[src/rtl/blinds_ctrl.sv]
// Window-blind controller: quantises light intensity to a blind position, dwell-filters it and steps the motor toward it.
// Optional hysteresis band on level qualification is enabled with `define BLINDS_HYST_EN.
module blinds_ctrl #(
  parameter int IN_W        = 4,
  parameter int POS_W       = 2,
  parameter int DWELL       = 8,
  parameter int STEP_CYCLES = 4,
  parameter int HYST        = 1
) (
  input  logic             clk,
  input  logic             rst_n,
  input  logic             auto_en,
  input  logic [IN_W-1:0]  intensity,
  input  logic             manual_valid,
  input  logic [POS_W-1:0] manual_pos,
  output logic [POS_W-1:0] out,
  output logic [POS_W-1:0] target,
  output logic             moving
);

  localparam int DW    = $clog2(DWELL + 1);
  localparam int SW    = (STEP_CYCLES > 1) ? $clog2(STEP_CYCLES) : 1;
  localparam int LOW_W = IN_W - POS_W;
  localparam logic [POS_W-1:0] MAXP = '1;

  if (POS_W > IN_W || DWELL < 1 || STEP_CYCLES < 1 || HYST < 0) begin : g_cfg_err
    $error("blinds_ctrl: illegal parameter combination");
  end

  typedef enum logic {IDLE, STEP} state_t;

  state_t           state_q, state_d;
  logic [POS_W-1:0] out_q, out_d;
  logic [POS_W-1:0] target_q, target_d;
  logic [POS_W-1:0] cand_q, cand_d;
  logic [DW-1:0]    dcnt_q, dcnt_d;
  logic [SW-1:0]    scnt_q, scnt_d;

  logic [POS_W-1:0] top;
  logic [POS_W-1:0] lvl;
  logic             qual;
  logic             lvl_same;
  logic [DW-1:0]    cnt_nx;

  assign top = intensity[IN_W-1 -: POS_W];
  assign lvl = MAXP - top;

`ifdef BLINDS_HYST_EN
  // A new level only qualifies when the sample sits HYST codes inside its band;
  // the extreme codes have no neighbour band and always qualify.
  always_comb begin
    int v, lo, hi;
    v    = int'(intensity);
    lo   = int'(top) << LOW_W;
    hi   = lo + (1 << LOW_W) - 1;
    qual = (v == 0) || (v == (2**IN_W) - 1) || ((v >= lo + HYST) && (v <= hi - HYST));
  end
`else
  logic unused_lsbs;
  assign unused_lsbs = ^intensity;
  assign qual        = 1'b1;
`endif

  assign lvl_same = (lvl == target_q) || !qual;

  // Target selection: dwell filter in auto mode, strobe load in manual mode.
  always_comb begin
    cand_d   = cand_q;
    dcnt_d   = dcnt_q;
    target_d = target_q;
    cnt_nx   = '0;
    if (!auto_en) begin
      dcnt_d = '0;
      if (manual_valid) target_d = manual_pos;
    end else if (lvl_same) begin
      dcnt_d = '0;
    end else begin
      cnt_nx = (lvl != cand_q) ? DW'(1) : dcnt_q + DW'(1);
      cand_d = lvl;
      if (cnt_nx == DW'(DWELL)) begin
        target_d = lvl;
        dcnt_d   = '0;
      end else begin
        dcnt_d = cnt_nx;
      end
    end
  end

  // Motor: step on the registered target so a same-edge retarget lands next cycle.
  // state_q lags the out/target mismatch by one edge and drives moving.
  always_comb begin
    out_d   = out_q;
    scnt_d  = '0;
    state_d = IDLE;
    if (out_q != target_q) begin
      state_d = STEP;
      if (scnt_q == SW'(STEP_CYCLES - 1)) begin
        out_d  = (target_q > out_q) ? out_q + 1'b1 : out_q - 1'b1;
        scnt_d = '0;
      end else begin
        scnt_d = scnt_q + 1'b1;
      end
    end
  end

  always_ff @(posedge clk or negedge rst_n) begin
    if (!rst_n) begin
      state_q  <= IDLE;
      out_q    <= '0;
      target_q <= '0;
      cand_q   <= '0;
      dcnt_q   <= '0;
      scnt_q   <= '0;
    end else begin
      state_q  <= state_d;
      out_q    <= out_d;
      target_q <= target_d;
      cand_q   <= cand_d;
      dcnt_q   <= dcnt_d;
      scnt_q   <= scnt_d;
    end
  end

  assign out    = out_q;
  assign target = target_q;
  assign moving = (state_q == STEP);

endmodule
[config.mk]
export PLATFORM = sky130hd
export DESIGN_NAME = blinds_ctrl
export DESIGN_NICKNAME = d
export VERILOG_FILES = /design/src/rtl/blinds_ctrl.sv
export SDC_FILE = /design/constraint.sdc
export NUM_CORES = 1
export LEC_CHECK = 0
export ABC_AREA = 1
export CORE_MARGIN = 5
export CORE_UTILIZATION = 30
export CTS_BUF_LIST = sky130_fd_sc_hd__clkbuf_16
export DETAILED_ROUTE_END_ITERATION = 7
export PLACE_DENSITY_LB_ADDON = 0.12
export SLEW_MARGIN = 0
export SYNTH_ARGS = -nofsm -noshare
export SYNTH_HDL_FRONTEND = slang
export SYNTH_SLANG_ARGS = --single-unit
export TNS_END_PERCENT = 10
[constraint.sdc]
create_clock -name clk -period 1.8 [get_ports clk]
set_input_delay 0.27 -clock clk [delete_from_list [all_inputs] [get_ports clk]]
set_output_delay 0.27 -clock clk [all_outputs]
set_load 0.01 [all_outputs]
==> results.cfg <==
[clocking]
postCtsSetupRepairBufs = 0
clkSinkCount = 13
cts_hold_buf = 0
htree_levels = 1
cts_resized = 0
cts_tree = built
cts_buffers = 3
insertion_delay_ps = 240
root_buffer = clkbuf_16
cts.reportedPaths.clkPinSlew_ps = 40
clockBufferDepth = 2

[synthesis]
yosysUniqueCellTypes = 19
avgSynthCellArea_um2 = 8.869
synth_area_um2 = 700.7
yosys_warnings = 0
ys_seq_elements = 13
syn-num-nets = 93
seq_area_frac_synth_pct = 46.43
syn_inst = 79

[worst_setup_path]
r2r_setup_slack_ps = 370
cp.buffers_inverters = 1
crit_cells = 1
startpoint = out[0]
endpoint_kind = output pin
start_kind = register
path_cells = clkdlybuf4s50_1
critical_path.endpoint = out[0]
crit_slowest_cell = clkdlybuf4s50_1
crit_type = reg -> out
worst-r2r-cell-count = 6
worstPathArrival_ps = 1230
reg2reg_from = target[1]
cpLargestDelayFamily = buffers and inverters
worstPathRequired_ps = 1530
critPathMaxStageDelay_ps = 570
critPathMaxFanout = 5
worstReg2RegEnd = out[1]

[job]
drv_cap = 0

[timing]
fin_skew_ps = 1.064
rsz0062_at_grt = no
holdWs_ps = 415.6
slew_violations = 0
min_period_over_period_pct = 83.14
setup_viol = 0
hold_viol = 0
fin_setup_tns_ps = 0
layout_min_cycle_time_ps = 1496
fmax_ghz = 0.6683
worstMarginPinSlew_ps = 606.8
slew_headroom_pct = 59.42

[floorplan]
dieArea_um2 = 3402
ios = 15
die_w_um = 58.33
initial_core_util_pct = 31.67
row_count = 17
die_h_um = 58.33
core_area_um2 = 2212

[routing]
wl_um = 1282
route.detailed.drc = 0
avgRoutedWirePerCell_um = 10.34
drtPass1Iterations = 4
viasPerCell = 4.274
vias = 530
drt-initial-drc-count = 10
ant_nets = 0

[pwr]
irDropWorstVdd_v = 0.0007138
power_density_nw_per_um2 = 1305
power.total_mw = 1.230
p_leak_nw = 0.4643

[placement]
globalplace.congestion = 0.7102
placed_area_um2 = 863.3
hpwl_um = 996
port_buffers = 12
dp_cells = 120

[global_route]
grt_max_degree = 14
antenna_found_initial = 0
grt-ovfl-total = 0
grtUsageTotal_pct = 9.020
grt_pass1_vias = 529
grt_pass1_wl_um = 2270

[min_path]
hold_path.class = in -> async

[status]
status = complete, no violations

[cells_and_area]
drive_gt1_share_pct = 11.46
design_area_um2 = 942.2
area_growth_pct = 34.46
antenna-diode-count = 0
layout.cells.non_filler = 124
fillCellCount = 227
num-nets-final = 111
==> power by group <==
part | leakage (nW) | total, mW | internal, mW | switching [mW]
Combinational | 0.259 | 0.397 | 0.195 | 0.202
Clock | 0.0423 | 0.409 | 0.292 | 0.117
Sequential | 0.163 | 0.424 | 0.371 | 0.0533
Total | 0.464 | 1.23 | 0.858 | 0.372
==> how the worst min path moves through the flow <==
| stage | from | to | slack [ps] | depth (start not counted) |
|---|---|---|---|---|
| 2_1_floorplan | rst_n | cand_q[0] | -30 | 0 |
| 3_3_place_gp | cand_q[0] | cand_q[0] | 490 | 2 |
| 3_5_place_dp | scnt_q[0] | scnt_q[0] | 490 | 3 |
| 4_1_cts | rst_n | moving | 440 | 1 |
| 5_1_grt | rst_n | moving | 470 | 1 |
| 6_report | rst_n | dcnt_q[2] | 420 | 1 |
==> area by class of cell <==
type | instances | area (um^2) | share of cell area, %
inverter | 11 | 41.29 | 4.382
timing repair buffer | 13 | 127.6 | 13.55
clock buffer | 3 | 75.07 | 7.968
clock inverter | 1 | 3.754 | 0.3984
tap | 28 | 35.03 | 3.718
multi-input combinational | 55 | 334.1 | 35.46
sequential | 13 | 325.3 | 34.53
==> state kept, by name (all words and copies together), names as in the netlist <==
name,flops
dcnt_q,4
moving,1
target,2
out,2
cand_q,2
scnt_q,2
==> synth_stat cells <==
master / number / share of area, %
inv_2: 1 / 0.54
nor3_1: 1 / 0.71
a21oi_1: 1 / 0.71
xnor2_1: 4 / 5.0
o211ai_1: 1 / 1.1
nand3_2: 1 / 1.4
o21ai_0: 4 / 2.9
nor2_1: 6 / 3.2
a31oi_1: 1 / 0.89
ha_1: 4 / 7.1
inv_1: 10 / 5.4
nand3_1: 6 / 4.3
nand2_1: 18 / 9.6
dfrtp_1: 13 / 46
nor2_4: 2 / 3.2
nand2_2: 2 / 1.8
xor2_1: 2 / 2.5
o21ai_4: 1 / 2.3
and2_1: 1 / 0.89
==> cell families after synthesis <==
logic type	count (synthesis)	share of synthesized area (%)
simple gates	37	25.18
flops	13	46.43
buf+inv	11	5.893
compound gates	8	7.858
xor+xnor	6	7.500
fa+ha+maj	4	7.143
==> layer usage <==
layer	GRT usage [%]	share of wire, %
met3	4.386	4.9
met5	0	0
met2	12.92	46
met4	4.967	1.6
met1	11.01	48
==> cells in the final DEF (no fill, tap or decap) <==
cell	synthesis	routed
clkbuf_16	0	3
o21ai_4	1	1
nor3_1	1	1
nand3_2	1	1
dfrtp_1	13	13
nor2_1	6	6
inv_2	1	1
xor2_1	2	2
o21ai_0	4	4
nand2_2	2	2
clkdlybuf4s50_1	0	12
inv_1	10	11
nand2_1	18	18
xnor2_1	4	4
a31oi_1	1	1
ha_1	4	4
o211ai_1	1	1
nor2_4	2	2
nand3_1	6	6
and2_1	1	1
a21oi_1	1	1
buf_4	0	1
==> stage by stage <==
step	setup slack (ps)	utilization, %
6_report	303.6	42.59
5_1_grt	201.0	42.59
4_1_cts	290.6	42.59
3_5_place_dp	74.60	39.03
3_3_place_gp	83.89	39.03
2_1_floorplan	415.6	-
Note: power is estimated with default switching activity, not from simulation.
